### config.mk
export PLATFORM = sky130hd
export DESIGN_NAME = servo_pwm_driver
export DESIGN_NICKNAME = d
export VERILOG_FILES = /design/src/rtl/servo_pkg.sv /design/src/rtl/servo_pwm_channel.sv /design/src/rtl/servo_pwm_driver.sv
export SDC_FILE = /design/constraint.sdc
export NUM_CORES = 1
export LEC_CHECK = 0
export BUFFER_PORTS_ARGS = -buffer_cell sky130_fd_sc_hd__buf_2
export CELL_PAD_IN_SITES_DETAIL_PLACEMENT = 0
export CELL_PAD_IN_SITES_GLOBAL_PLACEMENT = 1
export CORE_MARGIN = 2
export CORE_UTILIZATION = 40
export CTS_CLUSTER_DIAMETER = 40
export DETAILED_ROUTE_END_ITERATION = 10
export PLACE_DENSITY_LB_ADDON = 0.1
export SLEW_MARGIN = 20
export SYNTH_ARGS = -nofsm -noshare
export SYNTH_HDL_FRONTEND = slang
export SYNTH_HIERARCHICAL = 1
export SYNTH_SLANG_ARGS = --single-unit
### constraint.sdc
create_clock -name clk -period 8.1 [get_ports clk]
set_input_delay 0.81 -clock clk [delete_from_list [all_inputs] [get_ports clk]]
set_output_delay 0.81 -clock clk [all_outputs]
set_load 0.01 [all_outputs]
### src/rtl/servo_pkg.sv
// Shared definitions for the wheel-servo PWM path: steering command codes
// (common with the line-follower control stage) and a counter-width helper.
package servo_pkg;

    localparam logic [1:0] DIR_REST  = 2'b00;
    localparam logic [1:0] DIR_LEFT  = 2'b01;
    localparam logic [1:0] DIR_RIGHT = 2'b11;

    // Bits needed to hold 0..n-1; never narrower than one bit.
    function automatic int unsigned cnt_w(input int unsigned n);
        return (n <= 1) ? 1 : $clog2(n);
    endfunction

endpackage

### src/rtl/servo_pwm_channel.sv
// One servo output: slew-limited width register updated on frame boundaries
// plus the registered frame_us < width comparator.
module servo_pwm_channel
    import servo_pkg::*;
#(
    parameter int unsigned PERIOD_US     = 20000,
    parameter int unsigned PULSE_STOP_US = 1500,
    parameter int unsigned SLEW_US       = 20,
    parameter int unsigned FW            = cnt_w(PERIOD_US)
) (
    input  logic          clk,
    input  logic          rst,
    input  logic [FW-1:0] target_i,
    input  logic [FW-1:0] frame_us_i,
    input  logic          boundary_i,
    output logic          servo_o
);

    localparam logic [FW-1:0] STOP_W = FW'(PULSE_STOP_US);
    localparam logic [FW-1:0] SLEW_W = FW'(SLEW_US);

    logic [FW-1:0] width_q, width_d;
    logic [FW-1:0] diff, step;
    logic          up;
    logic          servo_q;

    // Step on the magnitude of the gap so the subtraction never wraps, and
    // clamp to the gap so the width never overshoots its target.
    always_comb begin
        up   = (target_i >= width_q);
        diff = up ? (target_i - width_q) : (width_q - target_i);
        step = ((SLEW_US == 0) || (diff < SLEW_W)) ? diff : SLEW_W;
        width_d = width_q;
        if (boundary_i) begin
            width_d = up ? (width_q + step) : (width_q - step);
        end
    end

    always_ff @(posedge clk) begin
        if (rst) begin
            width_q <= STOP_W;
            servo_q <= 1'b0;
        end else begin
            width_q <= width_d;
            servo_q <= (frame_us_i < width_q);
        end
    end

    assign servo_o = servo_q;

endmodule

### src/rtl/servo_pwm_driver.sv
// Two-channel 50 Hz servo PWM driver: us prescaler, frame counter, command
// decode and frame_tick; per-wheel width/slew/compare lives in the channels.
module servo_pwm_driver
    import servo_pkg::*;
#(
    parameter int unsigned CLK_HZ         = 100_000_000,
    parameter int unsigned PERIOD_US      = 20000,
    parameter int unsigned PULSE_STOP_US  = 1500,
    parameter int unsigned PULSE_DELTA_US = 200,
    parameter int unsigned SLEW_US        = 20
) (
    input  logic       clk,
    input  logic       rst,
    input  logic [1:0] servo_direction,
    output logic [1:0] servo,
    output logic       frame_tick
);

    localparam int unsigned PRESC = CLK_HZ / 1_000_000;
    localparam int unsigned PW    = cnt_w(PRESC);
    localparam int unsigned FW    = cnt_w(PERIOD_US);

    localparam logic [FW-1:0] STOP_W = FW'(PULSE_STOP_US);
    localparam logic [FW-1:0] FWD_W  = FW'(PULSE_STOP_US + PULSE_DELTA_US);
    localparam logic [FW-1:0] REV_W  = FW'(PULSE_STOP_US - PULSE_DELTA_US);

    logic [PW-1:0] presc_q, presc_d;
    logic [FW-1:0] frame_us_q, frame_us_d;
    logic          frame_tick_q;
    logic          us_tick, boundary;
    logic [1:0][FW-1:0] target;

    assign us_tick  = (presc_q == PW'(PRESC - 1));
    assign boundary = us_tick && (frame_us_q == FW'(PERIOD_US - 1));

    always_comb begin
        presc_d    = us_tick ? '0 : presc_q + 1'b1;
        frame_us_d = frame_us_q;
        if (us_tick) begin
            frame_us_d = boundary ? '0 : frame_us_q + 1'b1;
        end
    end

    always_ff @(posedge clk) begin
        if (rst) begin
            presc_q      <= '0;
            frame_us_q   <= '0;
            frame_tick_q <= 1'b0;
        end else begin
            presc_q      <= presc_d;
            frame_us_q   <= frame_us_d;
            frame_tick_q <= boundary;
        end
    end

    // Right servo is mirrored, so "left" slows it below stop; reserved acts as rest.
    always_comb begin
        target[0] = STOP_W;
        target[1] = STOP_W;
        case (servo_direction)
            DIR_LEFT:  target[1] = REV_W;
            DIR_RIGHT: target[0] = FWD_W;
            default:   ;
        endcase
    end

    for (genvar i = 0; i < 2; i++) begin : g_ch
        servo_pwm_channel #(
            .PERIOD_US     (PERIOD_US),
            .PULSE_STOP_US (PULSE_STOP_US),
            .SLEW_US       (SLEW_US),
            .FW            (FW)
        ) u_ch (
            .clk        (clk),
            .rst        (rst),
            .target_i   (target[i]),
            .frame_us_i (frame_us_q),
            .boundary_i (boundary),
            .servo_o    (servo[i])
        );
    end

    assign frame_tick = frame_tick_q;

endmodule
==> qor.csv, run 1 <==
stage,metric,value,unit
timing,final.setup.tns,0,ns
timing,layout_worst_path_cycle_share,92.3,%
synthesis,post-synth-top-count-cell,sky130_fd_sc_hd__ha_1,
run_status,result_of_the_run,finished clean,
power_and_ir_drop,pwr-share-clk,31.1,%
cts,cts.clk_slew.worst_paths,0.07,ns
placement,hpwl,18000,um
cts,clk_root_buffer_cell,sky130_fd_sc_hd__clkbuf_16,
cells_and_area,final_cell_count_no_fill,1310,
power_and_ir_drop,worst_ir_drop_vdd,0.0645,mV
cts,cts_sinks,55,
synthesis,syn-cell-area,7920,um2
cts,clockBufferDepth,2,
grt,grt_remaining_overflow,0,
timing,minimum_clock_period,7.48,ns
cells_and_area,diodes_inserted,0,
grt,grt_pass1_wl,36200,um
timing,drv_slew,0,
synthesis,synth_largest_type_area_fraction,19.3,%
synthesis,post_synth.cell_area_avg,7.75,um2
setup_path,crit_fanout,17,
setup_path,timing.critical_path.required,8.34,ns
setup_path,worst_path_most_repeated_cell,sky130_fd_sc_hd__a21oi_1,
timing,max_slew.worst_pin.slew,0.769,ns
setup_path,crit_path_top_delay_cell,sky130_fd_sc_hd__or4_1,
cts,cts-buffers-inserted,5,
route,met3_wirelength,864,um
worst_hold_path,hold_path_class,flop to flop,
floorplan,fp.dieH,145,um
cts,cts.repair_timing.setup_buffer_count,0,
cells_and_area,fraction_of_final_layout_cells_with_drive_strength_greater_than_1,6.99,%
power_and_ir_drop,power.switching_fraction,35.0,%
setup_path,cp_startpoint_kind,input port,
route,ant_nets,0,
synthesis,synth.yosys.seq_area_share,13.9,%
run,timing.max_cap.violations,0,
power_and_ir_drop,net-switching-power,0.000290,W
cells_and_area,flow.area_growth_from_synthesis,7.05,%
cts,postCtsHoldBufs,0,
synthesis,async_reset_ff_share,0,%
grt,grt_antenna_before_repair,0,
route,finalWirelength,22100,um
floorplan,starting_density_of_the_core,40.7,%
floorplan,rows,51,
timing,final-hold-violation-count,0,
route,met2_length,9560,um
cts,h-tree-depth,2,
setup_path,criticalPathCategory,input port to flop,
route,post_drt_via_cell_ratio,5.50,
route,wl_met1,11600,um
floorplan,die-width,145,um
synthesis,synth_commonest_cells,"sky130_fd_sc_hd__ha_1, sky130_fd_sc_hd__inv_1, sky130_fd_sc_hd__nor2_1, sky130_fd_sc_hd__a21oi_1, sky130_fd_sc_hd__nand2_1",
setup_path,worst_path_largest_cell_delay,0.54,ns
floorplan,die_area,20900,um2
synthesis,synth.yosys.warnings,6,
timing,unrepaired_setup_endpoints_after_global_routing,no,
setup_path,critPathCaptureType,flop,
timing,timing.fmax,134,MHz
grt,maximum_number_of_pins_on_one_net_before_global_route_repair,47,
synthesis,synth_edf_count,0,
synthesis,synthCells,1021,
placement,place.detailed.instances,1302,
power_and_ir_drop,p_seq_share,33.0,%
route,route.vias.total,7201,
grt,grt_pass1_vias,6846,
timing,setup_slack,0.620,ns
grt,grt_util_all_layers,22.0,%
route,avgRoutedWirePerCell,16.9,um
route,detail_route.drc_violations,0,
floorplan,top_level_pins,7,
timing,finalHoldWorstSlack,0.450,ns
synthesis,top_cells_by_area_in_the_synthesized_netlist,"sky130_fd_sc_hd__ha_1, sky130_fd_sc_hd__dfxtp_1, sky130_fd_sc_hd__a21oi_1, sky130_fd_sc_hd__inv_1, sky130_fd_sc_hd__xnor2_1",
cells_and_area,multi_input_area,6410,um2
power_and_ir_drop,cellPowerDensity,97.5,nW/um2
cells_and_area,nNetsFinal,1176,
route,highest_layer,met4,
placement,pre_cts_ws,0.318,ns
cells_and_area,layout.filler_cells,2048,
timing,timing.max_slew.rel_slack,48.3,%
placement,gp_congestion,0.933,
setup_path,arrival,7.72,ns
cells_and_area,seqCellArea,1100,um2
timing,setup_viol,0,
cts,ctsResizeCount,0,
floorplan,core,19500,um2
timing,clock-skew-final,0.00742,ns
synthesis,netlist.top_cell.by_area,sky130_fd_sc_hd__ha_1,
route,firstDrtPassIters,6,
cells_and_area,finalCoreUtilization,43.5,%
cts,insertion_delay,0.31,ns
placement,quantity_of_i_o_buffers_inserted_on_ports,6,
power_and_ir_drop,power_frac_comb,35.9,%
synthesis,synth_top_flop_cell,sky130_fd_sc_hd__dfxtp_1,
power_and_ir_drop,power_report.internal_total,0.000537,W
synthesis,yosys_register_bits,55,
route,drt_iter0_markers,338,
synthesis,netlist-cell-type-count,101,
power_and_ir_drop,power.leakage,3.84,nW
cts,tritoncts,built,
## routing by layer
layer,vias to the layer above,GRT usage (%)
met5,-,0
met4,0,3.17
met3,6,3.52
met2,120,34.5
met1,3362,32.4
li1,3713,-
## sequential cells by signal, indices dropped and copies added (netlist names)
signal,count
g_ch.u_ch/width_q,30
frame_us_q,15
presc_q,7
g_ch.u_ch/servo_o,2
frame_tick,1
## critical path: cells and delay by family
family / cells / cell delay, ns
AO/OA/AOI/OAI: 11 / 2.50
XOR/XNOR: 1 / 0.31
AND/OR/NAND/NOR: 11 / 2.70
buffers and inverters: 3 / 0.22
adder cells (fa/ha/maj): 3 / 1.15
## stage by stage
stage | area [um2] | total power [W]
floorplan | 8070 | 0.000510
global placement | 8310 | 0.000572
detailed placement | 8310 | 0.000568
CTS | 8470 | 0.000831
global route | 8470 | 0.000879
finish | 8470 | 0.000827
## cell families after synthesis
family          Yosys count  share of synthesized area [%]
mux                      31                           4.13
xor+xnor                 57                           6.40
fa+ha+maj               128                           20.8
compound gates          287                           25.0
other cells               2                         0.0949
simple gates            326                           22.5
buf+inv                 135                           7.10
flops                    55                           13.9
## layout make-up
cell class                      instances  share of cell area, %
Clock buffer                            6                   1.52
Timing Repair Buffer                   17                   1.33
Clock inverter                          2                  0.458
Sequential cell                        55                   13.0
Multi-Input combinational cell        871                   75.6
Inverter                               94                   4.16
Tap cell                              265                   3.91
## power groups by stage
stage,clock network [W],registers (W),logic (W)
6_report,0.000257,0.000273,0.000297
5_1_grt,0.000276,0.000273,0.000330
4_1_cts,0.000268,0.000273,0.000291
3_5_place_dp,0,0.000279,0.000289
3_3_place_gp,0,0.000279,0.000293
2_1_floorplan,0,0.000279,0.000230
## path summary, 6_finish.rpt
check / start / depth (start not counted) / slack, ns / endpoint
worst max-delay path: servo_direction[1] / 29 / 0.62 / g_ch[1].u_ch/width_q[14]
worst min-delay path: presc_q[0] / 1 / 0.45 / presc_q[0]
worst max register to register: g_ch[1].u_ch/width_q[1] / 26 / 1.15 / g_ch[1].u_ch/width_q[14]
worst min register to register: presc_q[0] / 1 / 0.45 / presc_q[0]
## cell usage in the layout, fill, tap and decap left out, types with 13 or more instances in the layout
cell type | netlist | layout
sky130_fd_sc_hd__o21ai_0 | 48 | 48
sky130_fd_sc_hd__dfxtp_1 | 55 | 55
sky130_fd_sc_hd__nor4_1 | 13 | 13
sky130_fd_sc_hd__o21bai_1 | 14 | 14
sky130_fd_sc_hd__nand2b_1 | 14 | 14
sky130_fd_sc_hd__a21oi_1 | 73 | 73
sky130_fd_sc_hd__conb_1 | 2 | 42
sky130_fd_sc_hd__xnor2_1 | 36 | 36
sky130_fd_sc_hd__inv_1 | 92 | 92
sky130_fd_sc_hd__xor2_1 | 20 | 20
sky130_fd_sc_hd__nand3_1 | 35 | 35
sky130_fd_sc_hd__nor2_1 | 76 | 76
sky130_fd_sc_hd__ha_1 | 122 | 122
sky130_fd_sc_hd__mux2i_1 | 24 | 24
sky130_fd_sc_hd__a41oi_1 | 14 | 14
sky130_fd_sc_hd__nand4_1 | 16 | 16
sky130_fd_sc_hd__o211ai_1 | 22 | 22
sky130_fd_sc_hd__nand2_1 | 71 | 71
sky130_fd_sc_hd__nor3_1 | 21 | 20
sky130_fd_sc_hd__a21o_1 | 31 | 31
Note: power is estimated with default switching activity, not from simulation.
==> run 2: changes to the inputs <==
- clock period: 8.1 -> 6.6 ns (I/O delays scaled with it)
==> qor.csv, run 2 (synthesized netlist as in run 1, its figures left out) <==
stage,metric,value,unit
cells_and_area,fraction_of_final_layout_cells_with_drive_strength_greater_than_1,16.4,%
worst_hold_path,worst_hold_path.num_cells,1,
placement,hpwl,19100,um
timing,clock-skew-final,0.00958,ns
setup_path,crit_path_top_delay_cell,sky130_fd_sc_hd__fa_1,
setup_path,timing.critical_path.required,6.85,ns
setup_path,worst_path_most_repeated_cell,sky130_fd_sc_hd__buf_4,
power_and_ir_drop,power_report.internal_total,0.000666,W
cells_and_area,largest_registers,"g_ch.u_ch/width_q x30, frame_us_q x15, presc_q x7",
setup_path,critical_path.reg2reg.endpoint,g_ch[0].u_ch/width_q[14],
setup_path,crit-reg2reg-launch,g_ch[0].u_ch/width_q[0],
cts,cts.clk_slew.worst_paths,0.08,ns
worst_hold_path,hold_path_class,flop to flop,
cts,clockBufferDepth,2,
cells_and_area,final_cell_count_no_fill,1405,
route,finalWirelength,23300,um
cells_and_area,flow.area_growth_from_synthesis,17.0,%
timing,setup_slack,0.308,ns
floorplan,core,19500,um2
cells_and_area,diodes_inserted,0,
floorplan,die-width,145,um
timing,final.setup.tns,0,ns
placement,place.detailed.instances,1395,
route,drt_iter0_markers,403,
timing,minimum_clock_period,6.29,ns
cts,cts-buffers-inserted,5,
grt,grt_util_all_layers,22.9,%
cts,h-tree-depth,2,
cells_and_area,most_common_cell_after_layout_fill_and_taps_aside,sky130_fd_sc_hd__ha_1,
grt,grt_pass1_wl,37600,um
power_and_ir_drop,power.leakage,4.31,nW
setup_path,timing.critical_path.from,servo_direction[0],
power_and_ir_drop,power_frac_comb,40.2,%
timing,finalHoldWorstSlack,0.449,ns
setup_path,crit_fanout,7,
timing,layout_worst_path_cycle_share,95.3,%
setup_path,critical_path.endpoint,g_ch[0].u_ch/width_q[14],
route,avgRoutedWirePerCell,16.6,um
run,timing.max_cap.violations,0,
setup_path,critPathCaptureType,flop,
floorplan,die_area,20900,um2
cts,tritoncts,built,
timing,setup_viol,0,
timing,final-hold-violation-count,0,
route,post_drt_via_cell_ratio,5.41,
setup_path,worst_path_largest_cell_delay,0.44,ns
cts,cts_sinks,55,
route,route.vias.total,7608,
timing,drv_slew,0,
power_and_ir_drop,pwr-share-clk,27.8,%
cts,postCtsHoldBufs,0,
cells_and_area,max_flop_register,g_ch.u_ch/width_q,
timing,max_slew.worst_pin.slew,0.640,ns
setup_path,worst-r2r-cell-count,27,
setup_path,cp_startpoint_kind,input port,
placement,pre_cts_ws,-0.356,ns
setup_path,arrival,6.54,ns
cts,insertion_delay,0.31,ns
floorplan,starting_density_of_the_core,40.7,%
power_and_ir_drop,p_seq_share,32.0,%
route,ant_nets,0,
cells_and_area,commonest_cells_after_routing_fill_and_taps_aside,"sky130_fd_sc_hd__ha_1, sky130_fd_sc_hd__buf_4, sky130_fd_sc_hd__inv_1, sky130_fd_sc_hd__nor2_1",
power_and_ir_drop,net-switching-power,0.000382,W
floorplan,fp.dieH,145,um
route,detail_route.drc_violations,0,
floorplan,rows,51,
cells_and_area,nNetsFinal,1271,
timing,timing.max_slew.rel_slack,57.4,%
timing,timing.fmax,159,MHz
cts,clk_root_buffer_cell,sky130_fd_sc_hd__clkbuf_16,
power_and_ir_drop,worst_ir_drop_vdd,0.0896,mV
setup_path,critical_path_depth,30,
setup_path,path_delay_family,compound AO/OA/AOI/OAI gates,
grt,grt_antenna_before_repair,0,
power_and_ir_drop,power.switching_fraction,36.5,%
placement,gp_congestion,0.939,
grt,grt_remaining_overflow,0,
cells_and_area,largest_register_ffs,30,
setup_path,rrSetupSlack,0.53,ns
run_status,result_of_the_run,finished clean,
worst_hold_path,timing.hold.worst.start,presc_q[0],
floorplan,top_level_pins,7,
placement,quantity_of_i_o_buffers_inserted_on_ports,6,
setup_path,critPathBufInv,6,
grt,grt_pass1_vias,7080,
setup_path,criticalPathCategory,input port to flop,
power_and_ir_drop,cellPowerDensity,113,nW/um2
grt,maximum_number_of_pins_on_one_net_before_global_route_repair,47,
route,firstDrtPassIters,4,
## run 2: cell count changes in the layout (fill, tap and decap cells not counted), sizes merged
cell | previous run | this run
clkbuf | 6 | 5
bufinv | 1 | 0
clkinvlp | 0 | 1
buf | 17 | 112
clkinv | 2 | 3
## run 2: worst min-delay path by stage
| stage | end |
|---|---|
| after floorplan | presc_q[0] |
| after global placement | presc_q[0] |
| after detailed placement | presc_q[0] |
| after CTS | presc_q[0] |
| after global routing | presc_q[0] |
| final | presc_q[0] |
## run 2: through the flow
stage | power [W] | utilization (%) | instance area [um2]
CTS | 0.00105 | 47.1 | 9170
finish | 0.00105 | 47.6 | 9260
global route | 0.00111 | 47.6 | 9260
detailed placement | 0.000747 | 46.3 | 9020
floorplan | 0.000626 | - | 8070
global placement | 0.000749 | 46.3 | 9020
## run 2: area by class of cell
cell class                      instances  area (um2)
Clock buffer                            5         125
Clock inverter                          3        27.5
Fill cell                            1977       10200
Inverter                               94         353
Multi-Input combinational cell        871        6480
Sequential cell                        55        1100
Tap cell                              265         332
Timing Repair Buffer                  112         838
## run 2: per-layer routing
layer	up-vias	part of all wire (%)	global-route usage, %
met2	137	42	34.7
met1	3574	53	35.7
met5	-	0	0
met3	10	4.1	2.20
li1	3887	-	-
met4	0	0.70	3.32
## run 2: what timing repair did
action,in CTS,in global routing
endpoints found under the setup margin,1,8
setup buffers,0,2
resized for setup,1,22
pin swaps,0,9
## run 2: power groups by stage
stage	sequential (W)	combinational (W)	clock (W)
4_1_cts	0.000335	0.000407	0.000305
2_1_floorplan	0.000343	0.000283	0
3_3_place_gp	0.000343	0.000406	0
5_1_grt	0.000336	0.000464	0.000314
3_5_place_dp	0.000343	0.000404	0
6_report	0.000335	0.000421	0.000291
## run 2: worst register-to-register path, cell delays in order, from the launching register on
cell,delay [ns]
sky130_fd_sc_hd__dfxtp_1,0.44
sky130_fd_sc_hd__ha_1,0.21
sky130_fd_sc_hd__inv_1,0.06
sky130_fd_sc_hd__fa_1,0.42
sky130_fd_sc_hd__a21o_1,0.20
sky130_fd_sc_hd__a311o_1,0.42
sky130_fd_sc_hd__a21oi_1,0.23
sky130_fd_sc_hd__xor2_1,0.17
sky130_fd_sc_hd__nand4_1,0.10
sky130_fd_sc_hd__o31ai_1,0.08
sky130_fd_sc_hd__and3b_1,0.24
sky130_fd_sc_hd__nand4_1,0.16
sky130_fd_sc_hd__or2_2,0.34
sky130_fd_sc_hd__ha_1,0.28
sky130_fd_sc_hd__nand2_1,0.05
sky130_fd_sc_hd__o21ai_0,0.15
sky130_fd_sc_hd__fa_1,0.44
sky130_fd_sc_hd__a21o_1,0.16
sky130_fd_sc_hd__a21oi_1,0.13
sky130_fd_sc_hd__buf_4,0.14
sky130_fd_sc_hd__o21ai_0,0.11
sky130_fd_sc_hd__a21oi_1,0.27
sky130_fd_sc_hd__o21ai_1,0.15
sky130_fd_sc_hd__a31o_2,0.27
sky130_fd_sc_hd__a31o_2,0.25
sky130_fd_sc_hd__or3_1,0.34
sky130_fd_sc_hd__o311a_1,0.11
sky130_fd_sc_hd__nand4_1,0.09
==> run 3: changes to the inputs <==
- CAP_MARGIN: not set -> 15
- CTS_CLUSTER_DIAMETER: 40 -> not set
- clock period: 6.6 -> 7.74 ns (I/O delays scaled with it)
==> qor.csv, run 3 (synthesized netlist as in run 1, its figures left out) <==
stage,metric,value,unit
route,ant_nets,0,
cts,postCtsHoldBufs,0,
timing,layout_worst_path_cycle_share,93.0,%
timing,setup_slack,0.542,ns
worst_hold_path,hold_path_class,flop to flop,
setup_path,cp_startpoint_kind,input port,
cells_and_area,commonest_cells_after_routing_fill_and_taps_aside,"sky130_fd_sc_hd__ha_1, sky130_fd_sc_hd__inv_1, sky130_fd_sc_hd__nor2_1, sky130_fd_sc_hd__a21oi_1, sky130_fd_sc_hd__nand2_1",
grt,maximum_number_of_pins_on_one_net_before_global_route_repair,47,
cells_and_area,fraction_of_final_layout_cells_with_drive_strength_greater_than_1,7.87,%
worst_hold_path,timing.hold.worst.start,presc_q[0],
placement,quantity_of_i_o_buffers_inserted_on_ports,6,
timing,timing.max_slew.rel_slack,48.6,%
setup_path,arrival,7.45,ns
cts,cts_sinks,55,
placement,pre_cts_ws,0.246,ns
timing,timing.fmax,139,MHz
floorplan,rows,51,
setup_path,worst-r2r-cell-count,25,
grt,grt_remaining_overflow,0,
route,post_drt_via_cell_ratio,5.45,
cells_and_area,finish.instance_area,8520,um2
floorplan,die-width,145,um
cts,cts-buffers-inserted,5,
floorplan,fp.dieH,145,um
cells_and_area,final_cell_count_no_fill,1319,
timing,minimum_clock_period,7.20,ns
setup_path,timing.critical_path.required,7.99,ns
power_and_ir_drop,power.leakage,3.88,nW
setup_path,crit-reg2reg-launch,g_ch[0].u_ch/width_q[10],
cells_and_area,largest_registers,"g_ch.u_ch/width_q x30, frame_us_q x15, presc_q x7",
cts,tritoncts,built,
timing,clock-skew-final,0.0104,ns
placement,place.detailed.instances,1311,
route,drt_iter0_markers,430,
setup_path,critical_path.reg2reg.endpoint,g_ch[0].u_ch/width_q[14],
grt,grt_antenna_before_repair,0,
cells_and_area,nNetsFinal,1185,
setup_path,critPathCaptureType,flop,
timing,drv_slew,0,
cts,h-tree-depth,2,
cts,ctsResizeCount,0,
floorplan,die_area,20900,um2
timing,final.setup.tns,0,ns
timing,final-hold-violation-count,0,
route,detail_route.drc_violations,0,
cells_and_area,diodes_inserted,0,
placement,hpwl,17900,um
timing,setup_viol,0,
power_and_ir_drop,worst_ir_drop_vdd,0.103,mV
cells_and_area,max_flop_register,g_ch.u_ch/width_q,
setup_path,rrSetupSlack,1.14,ns
floorplan,starting_density_of_the_core,40.7,%
worst_hold_path,worst_hold_path.endpoint,presc_q[0],
floorplan,core,19500,um2
worst_hold_path,worst_hold_path.num_cells,1,
route,route.vias.total,7182,
timing,unrepaired_setup_endpoints_after_global_routing,no,
placement,gp_congestion,0.889,
timing,max_slew.worst_pin.slew,0.763,ns
cts,clk_root_buffer_cell,sky130_fd_sc_hd__clkbuf_16,
power_and_ir_drop,cellPowerDensity,98.6,nW/um2
cells_and_area,flow.area_growth_from_synthesis,7.65,%
route,avgRoutedWirePerCell,16.6,um
grt,grt_pass1_wl,35900,um
cts,cts.clk_slew.worst_paths,0.08,ns
cells_and_area,most_common_cell_after_layout_fill_and_taps_aside,sky130_fd_sc_hd__ha_1,
run_status,result_of_the_run,finished clean,
run,timing.max_cap.violations,0,
cells_and_area,largest_register_ffs,30,
setup_path,criticalPathCategory,input port to flop,
grt,grt_util_all_layers,21.7,%
cts,cts.repair_timing.setup_buffer_count,0,
setup_path,crit_fanout,15,
cts,insertion_delay,0.30,ns
cts,clockBufferDepth,2,
placement,placement.cell_area,8370,um2
grt,grt_pass1_vias,6756,
route,firstDrtPassIters,5,
floorplan,top_level_pins,7,
route,finalWirelength,21900,um
[run 3: changes by cell type in the layout (fill, tap and decap cells not counted), sizes merged]
cell      before  now
clkinvlp       1    0
inv           93   94
buf          112   26
[run 3: stage by stage]
stage	hold WS (ns)	power (W)	util, %
4_1_cts	0.445	0.000843	43.8
6_report	0.445	0.000840	43.8
2_1_floorplan	0.413	0.000534	-
5_1_grt	0.486	0.000894	43.8
3_5_place_dp	0.432	0.000600	43.0
3_3_place_gp	0.423	0.000604	43.0
[run 3: critical path, stage by stage]
cell,delay [ns]
sky130_fd_sc_hd__buf_2,0.09
sky130_fd_sc_hd__nand2_1,0.24
sky130_fd_sc_hd__inv_1,0.22
sky130_fd_sc_hd__inv_1,0.07
sky130_fd_sc_hd__ha_1,0.47
sky130_fd_sc_hd__nand4_2,0.22
sky130_fd_sc_hd__nor4_4,0.33
sky130_fd_sc_hd__a2111oi_4,0.12
sky130_fd_sc_hd__o21a_1,0.43
sky130_fd_sc_hd__or3_1,0.40
sky130_fd_sc_hd__a32oi_1,0.20
sky130_fd_sc_hd__xor2_1,0.28
sky130_fd_sc_hd__nand4_1,0.20
sky130_fd_sc_hd__or2_2,0.33
sky130_fd_sc_hd__ha_1,0.27
sky130_fd_sc_hd__nand2_1,0.05
sky130_fd_sc_hd__o21ai_0,0.16
sky130_fd_sc_hd__fa_1,0.46
sky130_fd_sc_hd__a21o_1,0.17
sky130_fd_sc_hd__a21oi_1,0.19
sky130_fd_sc_hd__o21ai_0,0.18
sky130_fd_sc_hd__a21oi_1,0.23
sky130_fd_sc_hd__o21ai_0,0.21
sky130_fd_sc_hd__a31o_2,0.31
sky130_fd_sc_hd__a31o_2,0.28
sky130_fd_sc_hd__or3_1,0.35
sky130_fd_sc_hd__o311a_1,0.11
sky130_fd_sc_hd__nand4_1,0.09
[run 3: metal layers]
layer  wire length [um]  vias up  GRT usage (%)
li1                   -     3723              -
met1              11900     3338           34.3
met2               9200      109           32.5
met3                637       12           1.71
met4                121        0           2.76
met5                  0        -              0
[run 3: worst max-delay path by stage]
stage,end,from
global route,g_ch[0].u_ch/width_q[14],servo_direction[0]
floorplan,g_ch[1].u_ch/width_q[14],servo_direction[1]
CTS,g_ch[0].u_ch/width_q[14],servo_direction[0]
global placement,g_ch[0].u_ch/width_q[14],servo_direction[0]
finish,g_ch[0].u_ch/width_q[14],servo_direction[0]
detailed placement,g_ch[0].u_ch/width_q[14],servo_direction[0]
[run 3: power breakdown]
group / total (W) / switching, W / internal [W]
clock network: 0.000238 / 0.000116 / 0.000122
logic: 0.000316 / 0.000190 / 0.000126
registers: 0.000286 / 0.00000118 / 0.000284
total: 0.000840 / 0.000307 / 0.000533
[run 3: cell type report]
class / instances / area (um2)
fillers: 2054 / 10900
flip-flops and latches: 55 / 1100
well taps: 265 / 332
clock inverters: 3 / 22.5
inverters: 94 / 353
repair buffers: 26 / 180
clock buffers: 5 / 125
multi-input cells: 871 / 6410
